`config.mk`:
```
export PLATFORM = sky130hd
export DESIGN_NAME = traffic_sequencer
export DESIGN_NICKNAME = d
export VERILOG_FILES = /design/src/rtl/traffic_sequencer.sv
export SDC_FILE = /design/constraint.sdc
export NUM_CORES = 1
export LEC_CHECK = 0
export BUFFER_PORTS_ARGS = -buffer_cell sky130_fd_sc_hd__buf_2
export CAP_MARGIN = 20
export CORE_AREA = 2 2 362 364
export CTS_CLUSTER_DIAMETER = 150
export DETAILED_ROUTE_END_ITERATION = 6
export DIE_AREA = 0 0 364 366
export PLACE_DENSITY = 0.36
export REMOVE_ABC_BUFFERS = 1
export SYNTH_ARGS = -nofsm -noshare
export SYNTH_HDL_FRONTEND = slang
export SYNTH_SLANG_ARGS = --single-unit
```
`constraint.sdc`:
```
create_clock -name clk_i -period 3.6 [get_ports clk_i]
set_clock_uncertainty 0.1 [all_clocks]
set_input_delay 0.36 -clock clk_i [delete_from_list [all_inputs] [get_ports clk_i]]
set_output_delay 0.36 -clock clk_i [all_outputs]
set_load 0.01 [all_outputs]
```
`src/rtl/traffic_sequencer.sv`:
```
// Command sequencer for mesh traffic loaders: per-core descriptor pushes, a
// global run with idle wait, and PMU register readout over a ready/valid stream.
module traffic_sequencer #(
    parameter int CORE_COUNT    = 16,
    parameter int AXI_ID_WIDTH  = 5,
    parameter int PMU_REG_COUNT = 8
) (
    input  logic                          clk_i,
    input  logic                          arstn_i,

    input  logic                          cmd_valid_i,
    output logic                          cmd_ready_o,
    input  logic [1:0]                    cmd_op_i,
    input  logic [$clog2(CORE_COUNT)-1:0] cmd_core_i,
    input  logic [AXI_ID_WIDTH-1:0]       cmd_id_i,
    input  logic                          cmd_write_i,
    input  logic [7:0]                    cmd_axlen_i,
    input  logic                          cmd_resp_wait_i,

    output logic [AXI_ID_WIDTH-1:0]       id_o        [CORE_COUNT],
    output logic                          write_o     [CORE_COUNT],
    output logic [7:0]                    axlen_o     [CORE_COUNT],
    output logic                          resp_wait_o [CORE_COUNT],
    output logic                          fifo_push_o [CORE_COUNT],
    input  logic                          idle_i      [CORE_COUNT],
    output logic [4:0]                    pmu_addr_o  [CORE_COUNT],
    input  logic [31:0]                   pmu_data_i  [CORE_COUNT],

    output logic                          start_o,

    output logic                          rd_valid_o,
    input  logic                          rd_ready_i,
    output logic [31:0]                   rd_data_o,
    output logic                          rd_last_o,

    output logic                          busy_o
);

    localparam int CORE_W = $clog2(CORE_COUNT);

    typedef enum logic [2:0] {
        IDLE,
        PUSH,
        START,
        GUARD,
        WAIT_IDLE,
        PMU_ADDR,
        PMU_SAMPLE,
        PMU_OUT
    } state_t;

    typedef enum logic [1:0] {
        OP_PUSH     = 2'd0,
        OP_RUN      = 2'd1,
        OP_READ_PMU = 2'd2,
        OP_NOP      = 2'd3
    } op_t;

    state_t            state_q;
    state_t            state_d;
    op_t               op;
    logic              ready_q;
    logic              accept;
    logic              core_ok;
    logic              all_idle;
    logic              last_reg;
    logic              pmu_active;
    logic [CORE_W-1:0] core_q;
    logic [4:0]        reg_q;
    logic [31:0]       pmu_sel;

    assign op          = op_t'(cmd_op_i);
    assign cmd_ready_o = ready_q && (state_q == IDLE);
    assign accept      = cmd_valid_i && cmd_ready_o;
    assign core_ok     = 32'(cmd_core_i) < 32'(CORE_COUNT);
    assign last_reg    = (reg_q == 5'(PMU_REG_COUNT - 1));
    assign pmu_active  = (state_q == PMU_ADDR) || (state_q == PMU_SAMPLE) || (state_q == PMU_OUT);
    assign busy_o      = (state_q != IDLE);
    assign start_o     = (state_q == START);

    // Held low through reset so no command is taken before the first clean edge.
    always_ff @(posedge clk_i or negedge arstn_i) begin
        if (!arstn_i) begin
            ready_q <= 1'b0;
        end else begin
            ready_q <= 1'b1;
        end
    end

    always_ff @(posedge clk_i or negedge arstn_i) begin
        if (!arstn_i) begin
            state_q <= IDLE;
        end else begin
            state_q <= state_d;
        end
    end

    always_comb begin
        all_idle = 1'b1;
        for (int unsigned i = 0; i < CORE_COUNT; i++) begin
            all_idle = all_idle && idle_i[i];
        end
    end

    always_comb begin
        pmu_sel = '0;
        for (int unsigned i = 0; i < CORE_COUNT; i++) begin
            if (core_q == CORE_W'(i)) begin
                pmu_sel = pmu_data_i[i];
            end
        end
    end

    always_comb begin
        state_d = state_q;
        case (state_q)
            IDLE: begin
                if (accept) begin
                    case (op)
                        OP_PUSH:     if (core_ok) state_d = PUSH;
                        OP_RUN:      state_d = START;
                        OP_READ_PMU: if (core_ok) state_d = PMU_ADDR;
                        default:     state_d = IDLE;
                    endcase
                end
            end
            PUSH:       state_d = IDLE;
            START:      state_d = GUARD;
            GUARD:      state_d = WAIT_IDLE;
            WAIT_IDLE:  if (all_idle) state_d = IDLE;
            PMU_ADDR:   state_d = PMU_SAMPLE;
            PMU_SAMPLE: state_d = PMU_OUT;
            PMU_OUT:    if (rd_ready_i) state_d = last_reg ? IDLE : PMU_ADDR;
            default:    state_d = IDLE;
        endcase
    end

    always_ff @(posedge clk_i or negedge arstn_i) begin
        if (!arstn_i) begin
            core_q     <= '0;
            reg_q      <= '0;
            rd_data_o  <= '0;
            rd_valid_o <= 1'b0;
            rd_last_o  <= 1'b0;
        end else begin
            if (accept && core_ok && ((op == OP_PUSH) || (op == OP_READ_PMU))) begin
                core_q <= cmd_core_i;
            end
            if (accept && (op == OP_READ_PMU)) begin
                reg_q <= '0;
            end
            case (state_q)
                PMU_SAMPLE: begin
                    rd_data_o  <= pmu_sel;
                    rd_valid_o <= 1'b1;
                    rd_last_o  <= last_reg;
                end
                PMU_OUT: begin
                    if (rd_ready_i) begin
                        rd_valid_o <= 1'b0;
                        rd_last_o  <= 1'b0;
                        if (!last_reg) begin
                            reg_q <= reg_q + 5'd1;
                        end
                    end
                end
                default: ;
            endcase
        end
    end

    // Per-core descriptor storage; the push strobe decodes from the PUSH state
    // so the fields are already registered when it fires.
    for (genvar g = 0; g < CORE_COUNT; g++) begin : g_core
        logic                    sel_push;
        logic [AXI_ID_WIDTH-1:0] id_q;
        logic                    write_q;
        logic [7:0]              axlen_q;
        logic                    resp_wait_q;

        assign sel_push = accept && (op == OP_PUSH) && (cmd_core_i == CORE_W'(g));

        always_ff @(posedge clk_i or negedge arstn_i) begin
            if (!arstn_i) begin
                id_q        <= '0;
                write_q     <= 1'b0;
                axlen_q     <= '0;
                resp_wait_q <= 1'b0;
            end else if (sel_push) begin
                id_q        <= cmd_id_i;
                write_q     <= cmd_write_i;
                axlen_q     <= cmd_axlen_i;
                resp_wait_q <= cmd_resp_wait_i;
            end
        end

        assign id_o[g]        = id_q;
        assign write_o[g]     = write_q;
        assign axlen_o[g]     = axlen_q;
        assign resp_wait_o[g] = resp_wait_q;
        assign fifo_push_o[g] = (state_q == PUSH) && (core_q == CORE_W'(g));
        assign pmu_addr_o[g]  = (pmu_active && (core_q == CORE_W'(g))) ? reg_q : '0;
    end

endmodule

```
### Yosys cells after proc, flatten, opt, wreduce, memory -nomap -nowiden

Index checks and enable logic that the tools add are counted.

* register bits: 287
* word-level logic and storage cells: 239

* $add $sub $neg: 1
* equality and inequality tests: 43
* mux-type cells: 45
* reduce and logical (&&, ||, !) cells: 79

Operators with widths (count)
* two-way mux 32 bit: 16
* two-way mux 5 bit: 20
* logical AND 1 bit: 68
* == test 4 bit, second input constant: 16
* == test 4 x 3 -> 1 bit, second input constant: 8
* one-hot mux 3 bit (8 select lines): 1
* == test 4 x 2 -> 1 bit, second input constant: 4
* == test 3 bit, second input constant: 4
* two-way mux 3 bit: 4
* one-hot mux 3 bit (3 select lines): 1
* == test 4 x 1 -> 1 bit, second input constant: 2
* logical NOT 4 bit: 2
* == test 3 x 2 -> 1 bit, second input constant: 2
* != test 2 bit, second input constant: 3
* adder 5 x 1 -> 5 bit, second input constant: 1
* == test 5 x 3 -> 1 bit, second input constant: 1
* one-hot mux 1 bit (2 select lines): 2
* == test 3 x 1 -> 1 bit, second input constant: 1
* logical NOT 3 bit: 1
* logical OR 1 bit: 3
* AND reduction 3 bit: 1
* nonzero test 3 bit: 1
* == test 2 x 1 -> 1 bit, second input constant: 1
* == test 2 bit, second input constant: 1
* other kinds (4): 4

### Longest topological paths before layout

Gate-level depths: netlist of the first run.

* word-level depth: 17
* gate-level depth with buffers: 10

### Worst setup path before layout of the first run

No wires, ideal clock.

* kind: register to register
* from: register state_q[2]
* to: register g_core[5].axlen_q[1]
* library setup time: 0.125 ns
* data arrival time: 1.835 ns
* data required time: 3.375 ns
* setup slack: 1.540 ns
* cell stages (with the launch flop): 8
* path through: dfrtp_1 -> and4bb_4 -> nand2_1 -> nor4_2 -> nor2b_1 -> buf_4 -> buf_6 -> mux2_2

* word-level cells in the longest chain between the ends: 5

RTL lines
* start, declared: RTL line 59 `state_t state_q;`
* start signal, assigned: RTL line 94 `state_q <= state_d;`
* logical NOT 3 bit: RTL line 73 `assign cmd_ready_o = ready_q && (state_q == IDLE);`
* logical AND 1 bit: RTL line 73
* logical AND 1 bit: RTL line 74 `assign accept = cmd_valid_i && cmd_ready_o;`
* logical AND 1 bit (2 in a row): RTL line 181 `assign sel_push = accept && (op == OP_PUSH) && (cmd_core_i == CORE_W'(g));`
* end signal, assigned: RTL line 192 `axlen_q <= cmd_axlen_i;`
* end, declared: RTL line 178 `logic [7:0] axlen_q;`

No other way between the ends.
A chain may end at the register's enable or synchronous reset.

### Final worst setup path of the first run

* from: register core_q[2]
* to: register rd_data_o[19]

* word-level cells in the longest chain between the ends: 17
* elaborated cells between the ends (all ways): 32
* those cells by class: 15 x eq/ne; 16 x mux; 1 x reduce/logical

RTL lines
* start, declared: RTL line 68 `logic [CORE_W-1:0] core_q;`
* start signal, assigned: RTL line 147 `core_q <= cmd_core_i;`
* logical NOT 4 bit: RTL line 108 `if (core_q == CORE_W'(i)) begin`
* two-way mux 32 bit (15 in a row): RTL line 108
* two-way mux 32 bit (*): RTL line 108
* end signal, assigned: RTL line 154 `rd_data_o <= pmu_sel;`
* end, declared: RTL line 33 `output logic [31:0] rd_data_o,`

Every way passes the cells marked *; elsewhere a longest branch is shown, timed or not.

==> results of run 1 <==
-- what timing repair did --
item | in CTS | in global routing
setup buffers | 0 | 1
endpoints found under the hold margin | 88 | 0
endpoints found under the setup margin | 0 | 4
hold buffers | 24 | 0
-- through the flow --
stage / cells / total power, W / hold WS, ns / setup WS, ns / setup TNS [ns]
5_1_grt: 4293 / 0.0177 / 0.0132 / 0.00342 / 0
2_1_floorplan: 1449 / 0.00823 / -0.0356 / -2.84 / -251.21
4_1_cts: 4283 / 0.0170 / 0.000365 / 0.0847 / 0
6_report: 4299 / 0.0168 / 0.0563 / 0.181 / 0
3_3_place_gp: 4186 / 0.0125 / 0.361 / 0.400 / 0
3_5_place_dp: 4186 / 0.0124 / 0.357 / 0.345 / 0
-- synth_stat cells, types with 13 or more instances --
master	count	area [sq um]
a21oi_1	92	460
nand2_1	79	297
mux4_2	21	473
clkbuf_1	65	244
o22ai_1	55	344
nor3_1	29	145
mux2_2	283	3190
buf_2	42	210
dfrtp_1	287	7180
mux2i_1	61	611
nand3_1	13	65.1
buf_4	55	413
o221ai_1	14	123
o21ai_0	104	521
a22oi_1	18	135
o211ai_1	18	135
nor2b_1	23	144
and2_1	78	488
nor2_1	82	308
-- tightest hold or removal path, cell delays in order --
cell	delay, ns
buf_2	0.08
o211ai_1	0.10
a21oi_1	0.15
-- logic make-up (layout without fill, tap and decap cells) --
kind of cell               Yosys count  after routing  share of synthesized area
muxes                              365            365                      0.249
buffers and inverters              183           1098                     0.0596
AOI/OAI and AO/OA                  399            399                      0.147
other                                1             16                   0.000219
adders and majority gates            1              1                   0.000730
DFF                                287            287                      0.419
and+or+nand+nor                    390            390                      0.124
xor gates and xnor gates             1              1                   0.000511
-- final timing paths --
| kind | from | end | depth (start not counted) |
|---|---|---|---|
| min reg2reg | rd_valid_o | rd_valid_o | 2 |
| max | core_q[2] | rd_data_o[19] | 8 |
| max in group asynchronous | arstn_i | g_core[11].id_q[2] | 3 |
| min in group asynchronous | arstn_i | g_core[11].axlen_q[6] | 2 |
| min | pmu_data_i[261] | rd_data_o[5] | 3 |
| max reg2reg | core_q[2] | rd_data_o[19] | 8 |
-- area by class of cell --
type	instances	area (sq um)
Clock inverter	17	262
Clock buffer	56	1160
Multi-Input combinational cell	1157	8950
Timing Repair Buffer	1020	5530
Sequential cell	287	7200
Fill cell	14484	104000
Antenna cell	15	37.5
Tap cell	1742	2180
Inverter	5	18.8
-- layer usage --
layer  up-vias  part of all wire  GRT usage
met1      8866              0.41      0.213
li1       7768                 -          -
met3       177             0.086     0.0492
met4        26             0.035     0.0564
met2       877              0.47      0.284
met5         -            0.0013          0
-- state kept, by name (all words and copies together) (netlist names), 3 cells and up --
signal and flops:
g_core.axlen_q 128, rd_data_o 32, g_core.write_q 16, g_core.id_q 80
core_q 4, g_core.resp_wait_q 16, reg_q 5, state_q 3
-- power breakdown --
part	switching (W)	internal [W]	total, W
Sequential	0.000514	0.00356	0.00407
Combinational	0.00548	0.00291	0.00838
Clock	0.00172	0.00263	0.00435
-- cells in the final DEF, fill, tap and decap left out, types with 15 or more instances in the layout --
master         synthesis  layout
buf_2                 42     924
mux4_2                21      21
nand2_1               79      79
nor3_1                29      29
o211ai_1              18      18
nor2_1                82      82
a21oi_1               92      92
nor2b_1               23      20
diode_2                0      15
a22oi_1               18      18
dlygate4sd3_1          0      24
clkbuf_16              0      41
and2_1                78      77
dfrtp_1              287     283
o21ai_0              104     104
mux2i_1               61      61
mux2_2               283     283
buf_4                 55      62
o22ai_1               55      55
==> impl_metrics.ini, run 1 <==
[timing]
worst_pin_slew_ns = 1.19
timing_hold_violations_final = 0
rsz0062_at_grt = no
report.final.setup_viol = 0
fmax_mhz = 293
relSlewSlack = 0.182
layout_worst_path_cycle_share = 0.950
period_needed_ns = 3.42
drv_slew = 0

[yosys]
synth_enable_flop_cells = 0
avgSynthCellArea_sq_um = 10.5
synth_cell_types = 76
yosysSeqAreaShare = 0.419
netlist_area_sq_um = 17100
ys_async_sr_fraction = 1.00
synth_seq_cells = 287
yosysWarnings = 0
synthCells = 1627
ys.flop_type = dfrtp_1

[setup_path]
critical-path-top-delay-family = compound AO/OA/AOI/OAI gates
worst_path_most_repeated_cell = buf_4
crit_path_cell_trace = buf_4 -> buf_4 -> nor3b_2 -> buf_4 -> a21oi_1 -> o311ai_0 -> o211ai_1 -> a21oi_1
worstPathMaxFanout = 34
cp_slowest_stage_delay_ns = 0.86
endpoint_kind = flop
worst-r2r-setup-slack_ns = 0.18
crit_buf_inv = 3
worstPathRequired_ns = 4.00
startpoint_type = flop
path_class = flop to flop
cp_slowest_cell = o311ai_0
arrival_ns = 3.82

[power_and_ir_drop]
powerDensity_nw_per_um2 = 663
ir_worst_vdd_uv = 363
p_leak_nw = 12.9

[run_status]
violations = design-rule violations
run_status = finished with violations

[floorplanning]
coreArea_sq_um = 129000
ioPinCount = 926
fp.dieW_microns = 364
row_count = 132
die_y_microns = 366
dieArea_sq_um = 133000
start_util = 0.133

[global_routing]
grt_overflow = 0
grt_pass1_wl_mm = 159
grt_max_degree = 99
antenna_found_initial = 57
grt_pass1_vias = 18446
grtUsageTotal = 0.172

[worst_hold_path]
min-delay-path-class = input pin to flop

[placed_design]
dpl_cell_area_sq_um = 23600
dp_hpwl_mm = 96.2
gp_congestion = 0.895
portBuffers = 925

[cells_and_area]
final_layout_size_suffix_gt1_frac = 0.555
final_area_sq_um = 25300
area_growth_syn_to_layout_pct = 47.8
nets = 3065
fin_util = 0.196

[clock_network]
clk_latency_ns = 0.60
h-tree-depth = 2
cts_made_buffers = 40
numClockSinks = 287
path_clk_slew_ns = 0.07
post_cts_resized = 0
cts_root_buffer = clkbuf_16
cts_tree = built
clk_path_buf_depth = 3

[route]
wl_per_cell_microns = 27.7
wl_mm = 119
drtAntennaViolNets = 0
num_vias = 17714
drt_iter0_markers = 1112
post-route-drc-count = 2
dr.pass1.iters = 7
post_drt_via_cell_ratio = 4.12

[run]
cap_violations = 0
Note: power is estimated with default switching activity, not from simulation.
==> inputs of run 2 (changes only) <==
--- a/config.mk
+++ b/config.mk
@@ -7,10 +7,10 @@
 export LEC_CHECK = 0
 export BUFFER_PORTS_ARGS = -buffer_cell sky130_fd_sc_hd__buf_2
 export CAP_MARGIN = 20
-export CORE_AREA = 2 2 362 364
+export CORE_AREA = 2 2 363 365
 export CTS_CLUSTER_DIAMETER = 150
 export DETAILED_ROUTE_END_ITERATION = 6
-export DIE_AREA = 0 0 364 366
+export DIE_AREA = 0 0 365 367
 export PLACE_DENSITY = 0.36
 export REMOVE_ABC_BUFFERS = 1
 export SYNTH_ARGS = -nofsm -noshare
==> constraint.sdc (replaced) <==
create_clock -name clk_i -period 3.5 [get_ports clk_i]
set_clock_uncertainty 0.1 [all_clocks]
set_input_delay 0.35 -clock clk_i [delete_from_list [all_inputs] [get_ports clk_i]]
set_output_delay 0.35 -clock clk_i [all_outputs]
set_load 0.01 [all_outputs]
==> impl_metrics.ini, run 2 (synthesis results as in run 1) <==
[run_status]
run_status = finished, final reports clean

[timing]
fmax_mhz = 304
worst_pin_slew_ns = 1.02
layout_worst_path_cycle_share = 0.941
report.final.setup_viol = 0
period_needed_ns = 3.29
drv_slew = 0
setup_ws_ns = 0.206
relSlewSlack = 0.312
rsz0062_at_grt = no
timing_hold_violations_final = 0

[clock_network]
h-tree-depth = 2
cts_root_buffer = clkbuf_16
clk_latency_ns = 0.59
cts_made_buffers = 41
cts_setup_buffers = 0
numClockSinks = 287
clk_path_buf_depth = 3
cts_tree = built
path_clk_slew_ns = 0.07

[floorplanning]
row_count = 133
dieArea_sq_um = 134000
start_util = 0.131
die_y_microns = 367
ioPinCount = 926
fp.dieW_microns = 365
coreArea_sq_um = 130000

[route]
drt_iter0_markers = 1109
wl_mm = 119
num_vias = 17539
post-route-drc-count = 0
wl_per_cell_microns = 27.5
drtAntennaViolNets = 0
dr.pass1.iters = 5
post_drt_via_cell_ratio = 4.05

[setup_path]
cp-startpoint = core_q[2]
path_class = flop to flop
worstPathMaxFanout = 24
worstPathRequired_ns = 3.93
regToRegStartpoint = core_q[2]
arrival_ns = 3.72
startpoint_type = flop
endpoint_kind = flop

[placed_design]
dp_slack_ns = 0.519
gp_congestion = 0.882
portBuffers = 925
dp_hpwl_mm = 96.2
dp_cells = 4201

[cells_and_area]
largestRegisters = g_core.axlen_q x128, g_core.id_q x80, rd_data_o x32
mostFrequentLayoutCells = 924 x buf_2, 283 x mux2_2, 283 x dfrtp_1, 104 x o21ai_0, 92 x a21oi_1
n_fill_cell = 14841
largest_reg_flops = 128
finalNonFillerCells = 4326
area_growth_syn_to_layout_pct = 47.8
nets = 3068
final_layout_size_suffix_gt1_frac = 0.556
regArea_sq_um = 7200
layout_commonest_cell = buf_2
top_register = g_core.axlen_q
multiInputGateArea_sq_um = 8960
fin_util = 0.194

[run]
cap_violations = 0

[global_routing]
grt_pass1_wl_mm = 157
grtUsageTotal = 0.170
use_met2 = 0.283
grt_max_degree = 85
top_usage_layer = met2
use_met3 = 0.0577
antenna_found_initial = 81
grt.met1_usage = 0.205
grt_overflow = 0
grt_pass1_vias = 18196

[worst_hold_path]
min_from = pmu_data_i[275]
min-delay-path-class = input pin to flop

[power_and_ir_drop]
ir_worst_vdd_uv = 349
p_leak_nw = 12.8
powerDensity_nw_per_um2 = 674
totalPowerFinal_w = 0.0171
## run 2: cell count changes in the layout (fill, tap and decap cells not counted), sizes merged
cell	before	now
inv	6	8
diode	15	25
clkbuf	56	53
dlygate4sd3	24	25
bufinv	5	4
clkinv	8	12
buf	996	997
## run 2: metal layers
layer  vias up  routed length, microns
met1      8664                   48100
met2       843                   55800
met5         -                     218
li1       7785                       -
met4        34                    3890
met3       213                   11000
## run 2: where the power goes
| group | internal (W) | total [W] | leakage, nW | switching [W] |
|---|---|---|---|---|
| Clock | 0.00263 | 0.00442 | 0.687 | 0.00179 |
| Sequential | 0.00366 | 0.00411 | 3.90 | 0.000451 |
| Combinational | 0.00298 | 0.00855 | 8.25 | 0.00557 |
| Total | 0.00927 | 0.0171 | 12.8 | 0.00781 |
## run 2: critical path, cell delays in order, from the launching register on
cell and delay [ns]:
dfrtp_4 0.62, inv_1 0.72, buf_4 0.34, a21oi_1 0.06, o311ai_0 0.48, o211ai_1 0.17
a21oi_1 0.16, dlygate4sd3_1 0.56
## run 2: metrics by stage
| step | hold WS, ns | cell area (sq um) | setup TNS, ns |
|---|---|---|---|
| finish | 0.0746 | 25300 | 0 |
| global route | 0.0447 | 25300 | 0 |
| CTS | 0.000713 | 25300 | 0 |
| detailed placement | 0.261 | 23600 | 0 |
| global placement | 0.265 | 23600 | 0 |
| floorplan | -0.0456 | 16100 | -263.25 |
## run 2: layout make-up
| class | instances | area share |
|---|---|---|
| Antenna cell | 25 | 0.00247 |
| Clock buffer | 53 | 0.0454 |
| Clock inverter | 22 | 0.00978 |
| Inverter | 5 | 0.000741 |
| Multi-Input combinational cell | 1157 | 0.354 |
| Sequential cell | 287 | 0.284 |
| Tap cell | 1755 | 0.0867 |
| Timing Repair Buffer | 1022 | 0.217 |
## run 2: worst paths after layout
check / to / slack, ns / cells past startpoint
max reg2reg: rd_data_o[9] / 0.21 / 7
max in group asynchronous: g_core[9].resp_wait_q / 2.13 / 3
min in group asynchronous: g_core[10].axlen_q[2] / 0.24 / 2
max: rd_data_o[9] / 0.21 / 7
min reg2reg: rd_valid_o / 0.38 / 2
min: rd_data_o[19] / 0.07 / 3
## run 2: timing repair
action,in CTS,in global routing
hold buffers,25,0
endpoints found under the setup margin,0,1
gates resized for setup,0,1
hold endpoints to repair,85,0
==> inputs of run 3 (changes only) <==
--- a/config.mk
+++ b/config.mk
@@ -7,10 +7,10 @@
 export LEC_CHECK = 0
 export BUFFER_PORTS_ARGS = -buffer_cell sky130_fd_sc_hd__buf_2
 export CAP_MARGIN = 20
-export CORE_AREA = 2 2 363 365
+export CORE_AREA = 2 2 362 364
 export CTS_CLUSTER_DIAMETER = 150
 export DETAILED_ROUTE_END_ITERATION = 6
-export DIE_AREA = 0 0 365 367
+export DIE_AREA = 0 0 364 366
 export PLACE_DENSITY = 0.36
 export REMOVE_ABC_BUFFERS = 1
 export SYNTH_ARGS = -nofsm -noshare
==> constraint.sdc (replaced) <==
create_clock -name clk_i -period 4.01 [get_ports clk_i]
set_clock_uncertainty 0.1 [all_clocks]
set_input_delay 0.401 -clock clk_i [delete_from_list [all_inputs] [get_ports clk_i]]
set_output_delay 0.401 -clock clk_i [all_outputs]
set_load 0.01 [all_outputs]
==> impl_metrics.ini, run 3 (synthesis results as in run 1) <==
[timing]
worst_pin_slew_ns = 1.03
fmax_mhz = 277
timing_hold_violations_final = 0
holdWs_ns = 0.0735
period_needed_ns = 3.61
relSlewSlack = 0.310
setup_ws_ns = 0.399
rsz0062_at_grt = no
layout_worst_path_cycle_share = 0.901
drv_slew = 0
report.final.setup_viol = 0

[setup_path]
arrival_ns = 3.11
crit_path_cell_trace = buf_12 -> nor2b_1 -> buf_4 -> nand2_1 -> nor2_1 -> and2_1 -> buf_2
r2r_cells = 5
critical-path-top-delay-family = simple AND/OR/NAND/NOR gates
cp_slowest_cell = dfrtp_4
worstPathMaxFanout = 34
cp_slowest_stage_delay_ns = 0.89
crit_buf_inv = 3
path_class = flop to primary output
worstPathRequired_ns = 3.51
worst-path-stages = 7
startpoint_type = flop
endpoint_kind = primary output

[cells_and_area]
largest_reg_flops = 128
largestRegisters = g_core.axlen_q x128, g_core.id_q x80, rd_data_o x32
area_growth_syn_to_layout_pct = 46.4
final_area_sq_um = 25100
mostFrequentLayoutCells = 924 x buf_2, 283 x mux2_2, 283 x dfrtp_1, 104 x o21ai_0, 92 x a21oi_1
n_fill_cell = 14552
final_layout_size_suffix_gt1_frac = 0.555
layout_commonest_cell = buf_2
top_register = g_core.axlen_q
nets = 3045

[placed_design]
gp_congestion = 0.945
dp_slack_ns = 0.860
dpl_cell_area_sq_um = 23500
portBuffers = 925
dp_hpwl_mm = 97.7

[route]
num_vias = 17860
post-route-drc-count = 0
drtAntennaViolNets = 0
post_drt_via_cell_ratio = 4.17
wl_per_cell_microns = 28.3
wl_mm = 121
drt_iter0_markers = 1252
dr.pass1.iters = 6

[global_routing]
grt_pass1_vias = 18575
grt_max_degree = 86
grtUsageTotal = 0.174
antenna_found_initial = 57
grt_pass1_wl_mm = 162
grt_overflow = 0

[power_and_ir_drop]
p_int_w = 0.00796
swShare = 0.463
pwr-share-clk = 0.253
powerDensity_nw_per_um2 = 590
p_sw_w = 0.00686
p_comb_frac = 0.492
p_seq_frac = 0.255
p_leak_nw = 12.7
ir_worst_vdd_uv = 346

[clock_network]
clk_latency_ns = 0.58
h-tree-depth = 2
numClockSinks = 287
cts_root_buffer = clkbuf_16
cts_made_buffers = 41
cts_tree = built
clk_path_buf_depth = 3
path_clk_slew_ns = 0.06

[floorplanning]
ioPinCount = 926
fp.dieW_microns = 364
coreArea_sq_um = 129000
dieArea_sq_um = 133000
start_util = 0.133
die_y_microns = 366
row_count = 132

[worst_hold_path]
min_path_cells = 3
min-delay-path-class = input pin to flop

[run_status]
run_status = finished, final reports clean

[run]
cap_violations = 0
## run 3: changes by cell type in the layout (fill, tap and decap cells not counted), moves of 2 or more
| cell | previous run | this run |
|---|---|---|
| buf_12 | 6 | 9 |
| buf_4 | 66 | 50 |
| clkbuf_1 | 4 | 6 |
| clkinv_2 | 7 | 5 |
| clkinv_4 | 4 | 2 |
| clkinvlp_4 | 3 | 5 |
| diode_2 | 25 | 21 |
| dlygate4sd3_1 | 25 | 15 |
## run 3: path summary, 6_finish.rpt
kind / start / to / slack, ns
worst max-delay path: core_q[1] / pmu_addr_o[8] / 0.40
worst min-delay path: pmu_data_i[265] / rd_data_o[9] / 0.07
worst max register to register: state_q[2] / g_core[5].id_q[4] / 0.91
worst min register to register: rd_valid_o / rd_valid_o / 0.38
max in group asynchronous: arstn_i / reg_q[4] / 2.53
min in group asynchronous: arstn_i / g_core[0].axlen_q[7] / 0.33
## run 3: power groups by stage
stage	sequential, W	clock (W)	combinational (W)
after global placement	0.00384	0	0.00733
after floorplan	0.00406	0	0.00333
final	0.00378	0.00374	0.00729
after CTS	0.00380	0.00393	0.00737
after detailed placement	0.00384	0	0.00732
after global routing	0.00384	0.00401	0.00777
## run 3: area by class of cell
class / instances / area [sq um] / area share
Multi-Input combinational cell: 1157 / 8950 / 0.357
Sequential cell: 287 / 7200 / 0.287
Timing Repair Buffer: 999 / 5350 / 0.213
Tap cell: 1742 / 2180 / 0.0869
Clock buffer: 54 / 1140 / 0.0456
Clock inverter: 18 / 196 / 0.00783
Antenna cell: 21 / 52.6 / 0.00209
Inverter: 5 / 18.8 / 0.000748
## run 3: stage by stage
stage	TNS, ns	power, W	utilization	std cells
6_report	0	0.0148	0.195	4283
5_1_grt	0	0.0156	0.194	4275
4_1_cts	0	0.0151	0.194	4262
3_5_place_dp	0	0.0112	0.183	4175
3_3_place_gp	0	0.0112	0.183	4175
2_1_floorplan	-201.84	0.00739	-	1449
## run 3: tightest hold or removal path: stages
cell,delay [ns]
buf_2,0.08
o211ai_1,0.09
a21oi_1,0.14
## run 3: what timing repair did
action,in CTS,in global routing
resized for setup,0,0
hold endpoints to repair,84,0
setup buffers,0,0
setup endpoints to repair,0,0
hold buffers,15,0
## run 3: metal layers
layer,vias to the layer above,share of wire,global-route usage
li1,7743,-,-
met1,8963,0.40,0.213
met2,953,0.47,0.291
met3,175,0.093,0.0533
met4,26,0.032,0.0541
met5,-,0.0013,0
